==> src/rtl/weight_load_sequencer_if.sv <==
// Weight source stream plus the three kernel weight streams.
// master: the sequencer side; slave: the DMA/kernel environment side.
interface weight_load_sequencer_if #(
  parameter int DATA_WIDTH = 16
);
  logic [DATA_WIDTH-1:0] s_axis_wsrc_tdata;
  logic                  s_axis_wsrc_tvalid;
  logic                  s_axis_wsrc_tready;
  logic [DATA_WIDTH-1:0] filter_weights_tdata;
  logic                  filter_weights_tvalid;
  logic                  filter_weights_tready;
  logic [DATA_WIDTH-1:0] bias_stream_tdata;
  logic                  bias_stream_tvalid;
  logic                  bias_stream_tready;
  logic [DATA_WIDTH-1:0] normalization_params_tdata;
  logic                  normalization_params_tvalid;
  logic                  normalization_params_tready;

  modport master (
    input  s_axis_wsrc_tdata, s_axis_wsrc_tvalid,
    output s_axis_wsrc_tready,
    output filter_weights_tdata, filter_weights_tvalid,
    input  filter_weights_tready,
    output bias_stream_tdata, bias_stream_tvalid,
    input  bias_stream_tready,
    output normalization_params_tdata, normalization_params_tvalid,
    input  normalization_params_tready
  );

  modport slave (
    output s_axis_wsrc_tdata, s_axis_wsrc_tvalid,
    input  s_axis_wsrc_tready,
    input  filter_weights_tdata, filter_weights_tvalid,
    output filter_weights_tready,
    input  bias_stream_tdata, bias_stream_tvalid,
    output bias_stream_tready,
    input  normalization_params_tdata, normalization_params_tvalid,
    output normalization_params_tready
  );
endinterface

==> src/rtl/weight_load_sequencer.sv <==
// Splits one packed weight stream into filter/bias/norm bursts per tile.
// Routing is purely combinational; only the segment FSM and counters are registered.
module weight_load_sequencer #(
  parameter int DATA_WIDTH = 16,
  parameter int FILTER_LEN = 36,
  parameter int BIAS_LEN   = 4,
  parameter int NORM_LEN   = 8,
  parameter int TILE_W     = 16
) (
  input  logic              ap_clk,
  input  logic              ap_rst_n,
  input  logic              start,
  input  logic              abort,
  input  logic [TILE_W-1:0] num_tiles,
  output logic              busy,
  output logic              done,
  output logic [TILE_W-1:0] tile_idx,
  weight_load_sequencer_if.master wif
);

  localparam int MAX_FB  = (FILTER_LEN > BIAS_LEN) ? FILTER_LEN : BIAS_LEN;
  localparam int MAX_LEN = (MAX_FB > NORM_LEN) ? MAX_FB : NORM_LEN;
  localparam int CNT_W   = (MAX_LEN > 1) ? $clog2(MAX_LEN) : 1;

  // Empty segments are never entered, so their "last" value is irrelevant.
  localparam logic [CNT_W-1:0] F_LAST = CNT_W'(FILTER_LEN - 1);
  localparam logic [CNT_W-1:0] B_LAST = CNT_W'((BIAS_LEN > 0) ? BIAS_LEN - 1 : 0);
  localparam logic [CNT_W-1:0] N_LAST = CNT_W'((NORM_LEN > 0) ? NORM_LEN - 1 : 0);

  typedef enum logic [2:0] {S_IDLE, S_FILTER, S_BIAS, S_NORM, S_DONE} state_e;

  state_e            state_q, state_d;
  logic [CNT_W-1:0]  beat_cnt_q, beat_cnt_d;
  logic [TILE_W-1:0] tile_idx_q, tile_idx_d;
  logic [TILE_W-1:0] num_tiles_q, num_tiles_d;
  logic              busy_q, busy_d;
  logic              done_q, done_d;

  logic [DATA_WIDTH-1:0] src_data;
  logic   src_ready;
  logic   beat;
  logic   seg_last;
  logic   tile_end;
  state_e nxt_seg;

  assign src_data = wif.s_axis_wsrc_tdata;
  assign beat     = wif.s_axis_wsrc_tvalid & src_ready;

  // Destination data buses always mirror the source; tvalid qualifies them.
  assign wif.filter_weights_tdata       = src_data;
  assign wif.bias_stream_tdata          = src_data;
  assign wif.normalization_params_tdata = src_data;
  assign wif.s_axis_wsrc_tready         = src_ready;

  // Steer valid to the active segment and take ready back from it.
  always_comb begin
    wif.filter_weights_tvalid       = 1'b0;
    wif.bias_stream_tvalid          = 1'b0;
    wif.normalization_params_tvalid = 1'b0;
    src_ready                       = 1'b0;
    case (state_q)
      S_FILTER: begin
        wif.filter_weights_tvalid = wif.s_axis_wsrc_tvalid;
        src_ready                 = wif.filter_weights_tready;
      end
      S_BIAS: begin
        wif.bias_stream_tvalid = wif.s_axis_wsrc_tvalid;
        src_ready              = wif.bias_stream_tready;
      end
      S_NORM: begin
        wif.normalization_params_tvalid = wif.s_axis_wsrc_tvalid;
        src_ready                       = wif.normalization_params_tready;
      end
      default: ;
    endcase
  end

  // Per-segment last-beat decode and successor, skipping zero-length segments.
  always_comb begin
    seg_last = 1'b0;
    tile_end = 1'b0;
    nxt_seg  = S_FILTER;
    case (state_q)
      S_FILTER: begin
        seg_last = (beat_cnt_q == F_LAST);
        if (BIAS_LEN != 0)      nxt_seg  = S_BIAS;
        else if (NORM_LEN != 0) nxt_seg  = S_NORM;
        else                    tile_end = 1'b1;
      end
      S_BIAS: begin
        seg_last = (beat_cnt_q == B_LAST);
        if (NORM_LEN != 0) nxt_seg  = S_NORM;
        else               tile_end = 1'b1;
      end
      S_NORM: begin
        seg_last = (beat_cnt_q == N_LAST);
        tile_end = 1'b1;
      end
      default: ;
    endcase
  end

  // Next-state: run control, beat counting, tile stepping.
  always_comb begin
    state_d     = state_q;
    beat_cnt_d  = beat_cnt_q;
    tile_idx_d  = tile_idx_q;
    num_tiles_d = num_tiles_q;
    case (state_q)
      S_IDLE: begin
        if (start) begin
          num_tiles_d = num_tiles;
          tile_idx_d  = '0;
          beat_cnt_d  = '0;
          state_d     = (num_tiles == '0) ? S_DONE : S_FILTER;
        end
      end
      S_FILTER, S_BIAS, S_NORM: begin
        if (abort) begin
          // Abort beat still moves on the wire but is deliberately not counted.
          state_d    = S_IDLE;
          beat_cnt_d = '0;
        end else if (beat) begin
          if (seg_last) begin
            beat_cnt_d = '0;
            if (!tile_end) begin
              state_d = nxt_seg;
            end else if (tile_idx_q == num_tiles_q - TILE_W'(1)) begin
              state_d = S_DONE;
            end else begin
              tile_idx_d = tile_idx_q + TILE_W'(1);
              state_d    = S_FILTER;
            end
          end else begin
            beat_cnt_d = beat_cnt_q + CNT_W'(1);
          end
        end
      end
      S_DONE:  state_d = S_IDLE;
      default: state_d = S_IDLE;
    endcase
    busy_d = (state_d == S_FILTER) || (state_d == S_BIAS) || (state_d == S_NORM);
    done_d = (state_d == S_DONE);
  end

  // State and registered status outputs.
  always_ff @(posedge ap_clk or negedge ap_rst_n) begin
    if (!ap_rst_n) begin
      state_q     <= S_IDLE;
      beat_cnt_q  <= '0;
      tile_idx_q  <= '0;
      num_tiles_q <= '0;
      busy_q      <= 1'b0;
      done_q      <= 1'b0;
    end else begin
      state_q     <= state_d;
      beat_cnt_q  <= beat_cnt_d;
      tile_idx_q  <= tile_idx_d;
      num_tiles_q <= num_tiles_d;
      busy_q      <= busy_d;
      done_q      <= done_d;
    end
  end

  assign busy     = busy_q;
  assign done     = done_q;
  assign tile_idx = tile_idx_q;

endmodule

==> src/flat_wrapper.sv <==
// flat-port wrapper written by rule: the top's interface ports become plain ports
module weight_load_sequencer_flat 
#(
  parameter int DATA_WIDTH = 16,
  parameter int FILTER_LEN = 36,
  parameter int BIAS_LEN   = 4,
  parameter int NORM_LEN   = 8,
  parameter int TILE_W     = 16
)
  (ap_clk, ap_rst_n, start, abort, num_tiles, busy, done, tile_idx, wif_s_axis_wsrc_tdata, wif_s_axis_wsrc_tvalid, wif_s_axis_wsrc_tready, wif_filter_weights_tdata, wif_filter_weights_tvalid, wif_filter_weights_tready, wif_bias_stream_tdata, wif_bias_stream_tvalid, wif_bias_stream_tready, wif_normalization_params_tdata, wif_normalization_params_tvalid, wif_normalization_params_tready);
  weight_load_sequencer_if #(.DATA_WIDTH(DATA_WIDTH)) wif_i ();
  input  logic ap_clk;
  input  logic ap_rst_n;
  input  logic start;
  input  logic abort;
  input  logic [TILE_W-1:0] num_tiles;
  output logic busy;
  output logic done;
  output logic [TILE_W-1:0] tile_idx;
  input wire logic [$bits(wif_i.s_axis_wsrc_tdata)-1:0] wif_s_axis_wsrc_tdata;
  input wire logic [$bits(wif_i.s_axis_wsrc_tvalid)-1:0] wif_s_axis_wsrc_tvalid;
  output wire logic [$bits(wif_i.s_axis_wsrc_tready)-1:0] wif_s_axis_wsrc_tready;
  output wire logic [$bits(wif_i.filter_weights_tdata)-1:0] wif_filter_weights_tdata;
  output wire logic [$bits(wif_i.filter_weights_tvalid)-1:0] wif_filter_weights_tvalid;
  input wire logic [$bits(wif_i.filter_weights_tready)-1:0] wif_filter_weights_tready;
  output wire logic [$bits(wif_i.bias_stream_tdata)-1:0] wif_bias_stream_tdata;
  output wire logic [$bits(wif_i.bias_stream_tvalid)-1:0] wif_bias_stream_tvalid;
  input wire logic [$bits(wif_i.bias_stream_tready)-1:0] wif_bias_stream_tready;
  output wire logic [$bits(wif_i.normalization_params_tdata)-1:0] wif_normalization_params_tdata;
  output wire logic [$bits(wif_i.normalization_params_tvalid)-1:0] wif_normalization_params_tvalid;
  input wire logic [$bits(wif_i.normalization_params_tready)-1:0] wif_normalization_params_tready;
  assign wif_i.s_axis_wsrc_tdata = wif_s_axis_wsrc_tdata;
  assign wif_i.s_axis_wsrc_tvalid = wif_s_axis_wsrc_tvalid;
  assign wif_s_axis_wsrc_tready = wif_i.s_axis_wsrc_tready;
  assign wif_filter_weights_tdata = wif_i.filter_weights_tdata;
  assign wif_filter_weights_tvalid = wif_i.filter_weights_tvalid;
  assign wif_i.filter_weights_tready = wif_filter_weights_tready;
  assign wif_bias_stream_tdata = wif_i.bias_stream_tdata;
  assign wif_bias_stream_tvalid = wif_i.bias_stream_tvalid;
  assign wif_i.bias_stream_tready = wif_bias_stream_tready;
  assign wif_normalization_params_tdata = wif_i.normalization_params_tdata;
  assign wif_normalization_params_tvalid = wif_i.normalization_params_tvalid;
  assign wif_i.normalization_params_tready = wif_normalization_params_tready;
  weight_load_sequencer #(.DATA_WIDTH(DATA_WIDTH), .FILTER_LEN(FILTER_LEN), .BIAS_LEN(BIAS_LEN), .NORM_LEN(NORM_LEN), .TILE_W(TILE_W)) u_core (.ap_clk(ap_clk), .ap_rst_n(ap_rst_n), .start(start), .abort(abort), .num_tiles(num_tiles), .busy(busy), .done(done), .tile_idx(tile_idx), .wif(wif_i));
endmodule
==> config.mk <==
export PLATFORM = sky130hd
export DESIGN_NAME = weight_load_sequencer_flat
export DESIGN_NICKNAME = d
export VERILOG_FILES = /design/src/rtl/weight_load_sequencer_if.sv /design/src/rtl/weight_load_sequencer.sv /design/src/flat_wrapper.sv
export SDC_FILE = /design/constraint.sdc
export NUM_CORES = 1
export LEC_CHECK = 0
export ABC_AREA = 1
export CORE_MARGIN = 2
export CORE_UTILIZATION = 45
export DETAILED_ROUTE_END_ITERATION = 10
export PLACE_DENSITY = 0.78
export SYNTH_ARGS = -nofsm -noshare
export SYNTH_HDL_FRONTEND = slang
export SYNTH_SLANG_ARGS = --single-unit
==> constraint.sdc <==
create_clock -name ap_clk -period 2.5 [get_ports ap_clk]
set_clock_uncertainty 0.1 [all_clocks]
set_input_delay 0.5 -clock ap_clk [delete_from_list [all_inputs] [get_ports ap_clk]]
set_output_delay 0.5 -clock ap_clk [all_outputs]
set_load 0.01 [all_outputs]
# Word-level counts from Yosys, hierarchy flattened
# Index checks and enable logic that the tools add are counted.
dict set report op_classes {
  add_sub_neg 3
  eq_ne 18
  n_mux 27
  bitwise 1
  reduce_logical 9
}
# cell n
set op_table {}
lappend op_table {{two-way mux 16 bit} 6}
lappend op_table {{case mux 16 bit (2 select lines)} 1}
lappend op_table {{two-way mux 6 bit} 4}
lappend op_table {{two-way mux 3 bit} 7}
lappend op_table {{adder 16 x 1 -> 16 bit, second input constant} 1}
lappend op_table {{== test 16 bit} 1}
lappend op_table {{logical NOT 16 bit} 1}
lappend op_table {{subtractor 16 x 1 -> 16 bit, second input constant} 1}
lappend op_table {{== test 3 x 2 -> 1 bit, second input constant} 4}
lappend op_table {{case mux 6 bit (2 select lines)} 1}
lappend op_table {{AND reduction 7 bit} 1}
lappend op_table {{adder 6 x 1 -> 6 bit, second input constant} 1}
lappend op_table {{== test 3 x 1 -> 1 bit, second input constant} 2}
lappend op_table {{== test 6 x 2 -> 1 bit, second input constant} 1}
lappend op_table {{== test 6 x 3 -> 1 bit, second input constant} 1}
lappend op_table {{== test 6 bit, second input constant} 1}
lappend op_table {{inequality test 2 x 1 -> 1 bit, second input constant} 3}
lappend op_table {{inequality test 2 bit, second input constant} 3}
lappend op_table {{case mux 1 bit (3 select lines)} 2}
lappend op_table {{case mux 3 bit (2 select lines)} 1}
lappend op_table {{two-way mux 1 bit} 4}
lappend op_table {{case mux 2 bit (2 select lines)} 1}
lappend op_table {{== test 3 bit, second input constant} 1}
lappend op_table {{logical NOT 3 bit} 1}
lappend op_table {{other kinds (7)} 8}
dict set report totals {
  register_bits 43
  inputBits 40
  out_inout_bits 70
  word_cells 64
}

# Logic depth before layout (Yosys ltp)
dict set report depth {
  depth_word 11
  mapped_depth 17
}

# Least setup slack after synthesis
# OpenSTA, ideal clock, no wires.
dict set report synth_timing {
  path_kind {register to register}
  from {register u_core.num_tiles_q[0]}
  to {register u_core.tile_idx_q[2], in the netlist u_core.tile_idx[2]}
  setup_ps 117
  arrival_time_ps 1769
  setup_slack_ps 514
  path_stages_with_launch 15
  period_less_slack_ps 1986
  path_cell_list {dfrtp_1 > inv_2 > ha_1 > nand3_2 > nor2_2 > nand2_1 > o21ai_0 > nor2_1 > nand2_1 > nor2_2 > nand2_2 > nand3_4 > buf_6 > nand2_1 > nand2_1}
}
dict set report synth_between {
  elab_chain_cells 4
}
# item line
set synth_lines {}
lappend synth_lines {{from (decl)} weight_load_sequencer.sv:35} ;# logic [TILE_W-1:0] num_tiles_q, num_tiles_d;
lappend synth_lines {{from (signal assigned)} weight_load_sequencer.sv:159} ;# num_tiles_q <= num_tiles_d;
lappend synth_lines {{subtractor 16 x 1 -> 16 bit} weight_load_sequencer.sv:128} ;# end else if (tile_idx_q == num_tiles_q - TILE_W'(1)) begin
lappend synth_lines {{== test 16 bit} weight_load_sequencer.sv:128}
lappend synth_lines {{inequality test 2 bit (no source line)} -}
lappend synth_lines {{AND reduction 7 bit (no source line)} -}
lappend synth_lines {{to (signal assigned)} weight_load_sequencer.sv:158} ;# tile_idx_q <= tile_idx_d;
lappend synth_lines {{to (decl)} weight_load_sequencer.sv:34} ;# logic [TILE_W-1:0] tile_idx_q, tile_idx_d;
# No other way between the ends.
# A chain may end at the register's enable or synchronous reset.

# Worst setup path after layout
dict set report layout_timing {
  from {input wif_s_axis_wsrc_tvalid}
  to {output wif_normalization_params_tvalid}
}
dict set report layout_between {
  elab_chain_cells 1
}
# item line
set layout_lines {}
lappend layout_lines {{from (decl)} flat_wrapper.sv:21} ;# input wire logic [$bits(wif_i.s_axis_wsrc_tvalid)-1:0] wif_s_axis_wsrc_tvalid;
lappend layout_lines {{two-way mux 1 bit} weight_load_sequencer.sv:61} ;# case (state_q)
lappend layout_lines {{to (decl)} flat_wrapper.sv:30} ;# output wire logic [$bits(wif_i.normalization_params_tvalid)-1:0] wif_normalization_params_tvalid;
# No other way between the ends.

==> metrics.yaml <==
run_status:
  status: "finished clean"
worst_setup_path:
  cp.arrival_ns: 1.78
  cp_max_fo: 3
  crit_path_end_kind: "output port"
  crit_top_cell: "clkdlybuf4s50_1"
  path_class: "in -> out"
  cp.required_ns: 1.90
  crit_chain: "clkdlybuf4s50_1 > inv_1 > nor3_1 > clkdlybuf4s50_1"
  cp_slowest_cell: "clkdlybuf4s50_1"
  startpoint_type: "input pin"
  worst_path_largest_cell_delay_ns: 0.56
clocking:
  tritoncts: "built"
  htree_levels: 2
  cts_made_buffers: 5
  insertion_delay_ns: 0.30
  clockBufferDepth: 2
  cts_setup_buffers: 0
  cts-root-buf: "clkbuf_8"
  clk_pin_slew_ns: 0.09
  cts_sinks: 43
timing:
  slew_violations: 0
  finalCritPeriodShare_pct: 95.4
  max_freq_mhz: 419
  hold_viol_final: 0
  fin_setup_tns_ns: 0
  period_minus_slack_ns: 2.38
  relSlewSlack_pct: 67.9
  setup_viol: 0
  worst_slew_pin_slew_ns: 0.480
  rsz0062_at_grt: "false"
logic_synthesis:
  synth_area_leader_cell: "dfrtp_1"
  synth_top_family_by_area: "simple AND/OR/NAND/NOR gates"
  ys_types: 33
  synthAdderAreaFrac_pct: 1.11
  avgSynthCellArea_um2: 6.90
  syn-cell-area_um2: 3390
  syn_inst: 492
  yosys_warnings: 0
  synth.area.top_cells: "dfrtp_1 32%, nand2_1 14%, buf_4 11%"
  ys_seq_elements: 43
  ys_seq_area_share_pct: 31.7
  syn-num-nets: 535
  muxShareOfSynthArea_pct: 0
  synth_compound_area_share_pct: 7.78
  synth.top_cell.area_share_pct: 31.7
  synthXorXnorAreaFrac_pct: 5.16
  synthSimpleGateAreaFrac_pct: 35.7
route:
  drt-total-wl_um: 7820
  drt_iter0_markers: 223
  drc: 0
  routed_via_density: 5.05
  firstDrtPassIters: 4
  antenna_left: 0
  vias: 3007
  wl_per_cell_um: 13.1
placement:
  dpl.cell_count: 587
  io_buffers: 45
  routabilityCongestion: 0.913
  dpl.hpwl_um: 5940
die:
  die_w_um: 90.8
  dieArea_um2: 8250
  core_area_um2: 7290
  die_h_um: 90.8
  ios: 110
  std_cell_rows: 31
  initial_utilization_pct: 46.5
power_and_ir_drop:
  powerDensity_nw_per_um2: 519
  ir_worst_vdd_v: 0.000267
  cellLeakagePower_nw: 1.82
layout:
  stdcell_count: 596
  nets: 539
  layout-area-overhead-vs-synth_pct: 10.8
  antennaDiodeCount: 0
  fill_cells: 723
  drive_above_1_share_pct: 9.86
flow_run:
  max-cap-violations: 0
grt:
  grt_use_met3_pct: 3.59
  grt_pass1_wl_um: 13500
  grt_overflow: 0
  grt.met2_usage_pct: 34.4
  grt_usage_pct: 19.8
  grt_pass1_vias: 2947
  busiest_layer: "met2"
  grt_max_degree: 34
  met1_usage_pct: 25.1
  antenna_found_initial: 0
min_path:
  worst_hold_path_type: "reg -> reg"
metrics by stage:
stage               power, W  area (µm²)  util, %  setup WS (ns)  hold slack, ns
floorplan            0.00129        3390        -          0.514           0.104
global placement     0.00138        3610     49.6         0.0693           0.282
detailed placement   0.00140        3610     49.6         0.0158           0.288
CTS                  0.00197        3740     51.3         0.0170           0.402
global route         0.00208        3760     51.6         0.0357           0.417
finish               0.00195        3760     51.6          0.115           0.401
where the power goes:
group | switching [W] | internal, W | leakage, nW
Clock | 0.000240 | 0.000323 | 0.0612
Sequential | 0.0000943 | 0.000759 | 0.564
Combinational | 0.000323 | 0.000213 | 1.20
Total | 0.000657 | 0.00130 | 1.82
logic make-up after synthesis:
family / Yosys count
and+or+nand+nor: 263
buffers and inverters: 116
AOI/OAI and AO/OA: 47
DFF: 43
xor gates and xnor gates: 20
adders and majority gates: 3
state kept, by name (all words and copies together) (netlist names):
register and cells:
u_core.tile_idx 16, u_core.state_q 3, u_core.beat_cnt_q 6, u_core.busy 1, u_core.num_tiles_q 16, u_core.done 1
worst paths after layout:
kind | startpoint | end | slack, ns | depth (start not counted)
max | wif_s_axis_wsrc_tvalid | wif_normalization_params_tvalid | 0.12 | 4
min | u_core.beat_cnt_q[4] | u_core.beat_cnt_q[4] | 0.40 | 1
max reg2reg | u_core.num_tiles_q[0] | u_core.tile_idx[5] | 0.25 | 14
min reg2reg | u_core.beat_cnt_q[4] | u_core.beat_cnt_q[4] | 0.40 | 1
max in group asynchronous | ap_rst_n | u_core.tile_idx[4] | 1.29 | 3
min in group asynchronous | ap_rst_n | u_core.beat_cnt_q[5] | 0.49 | 2
timing repair:
item,in CTS,in global routing
hold endpoints to repair,9,0
endpoints found under the setup margin,1,2
hold buffers,1,0
gates cloned,0,0
resized for setup,1,7
cell usage after synthesis, drive strengths merged:
cell type and instances:
nor3 12, nand3 28, nand3b 3, clkbuf 4, dfrtp 43, and3 1, nand4 22, nor4 2
xnor2 7, a21o 2, a21oi 9, or2 3, o22ai 1, a22oi 1, nor2 61, xor2 13
o21ai 33, inv 59, nor3b 3, buf 53, o21a 1, ha 3, nand2 128
cell usage in the layout (no fill, tap or decap), types with 2 or more instances in the layout:
cell type        Yosys  layout
buf_4               49       8
nor2_4               3       4
nor2_1              51      51
nand2_1            125     125
nand3_2              3       3
nand3b_1             3       3
xor2_1              13      13
nand4_1             22      22
nand3_1             24      24
xnor2_1              7       7
dfrtp_1             43      40
clkdlybuf4s50_1      0      41
dlymetal6s2s_1       0       2
nor2_2               7       6
clkbuf_8             0       6
a21o_1               2       2
inv_2                6       6
inv_1               53      53
nand2_2              3       3
or2_2                3       3
ha_1                 3       3
nor4_1               2       2
dfrtp_2              0       3
o21ai_0             32      32
nor3_1              11      11
a21oi_1              9       9
nor3b_1              3       3
per-layer routing:
metal	part of all wire [%]	vias up
met4	1.2	0
li1	-	1533
met2	50	70
met5	0	-
met1	44	1389
met3	4.9	15
area by class of cell:
cell class / instances / area [µm²] / share of cell area (%)
multi-input combinational: 333 / 1700 / 45.2
sequential: 43 / 1080 / 28.7
timing repair buffer: 54 / 519 / 13.8
inverter: 59 / 221 / 5.89
tap: 99 / 124 / 3.29
clock buffer: 6 / 82.6 / 2.20
clock inverter: 2 / 35.0 / 0.932
critical path: cells and delay by family:
kind	cells	cell delay, ns
and+or+nand+nor	1	0.16
buffers and inverters	3	1.12
(Power assumes the default switching activity.)
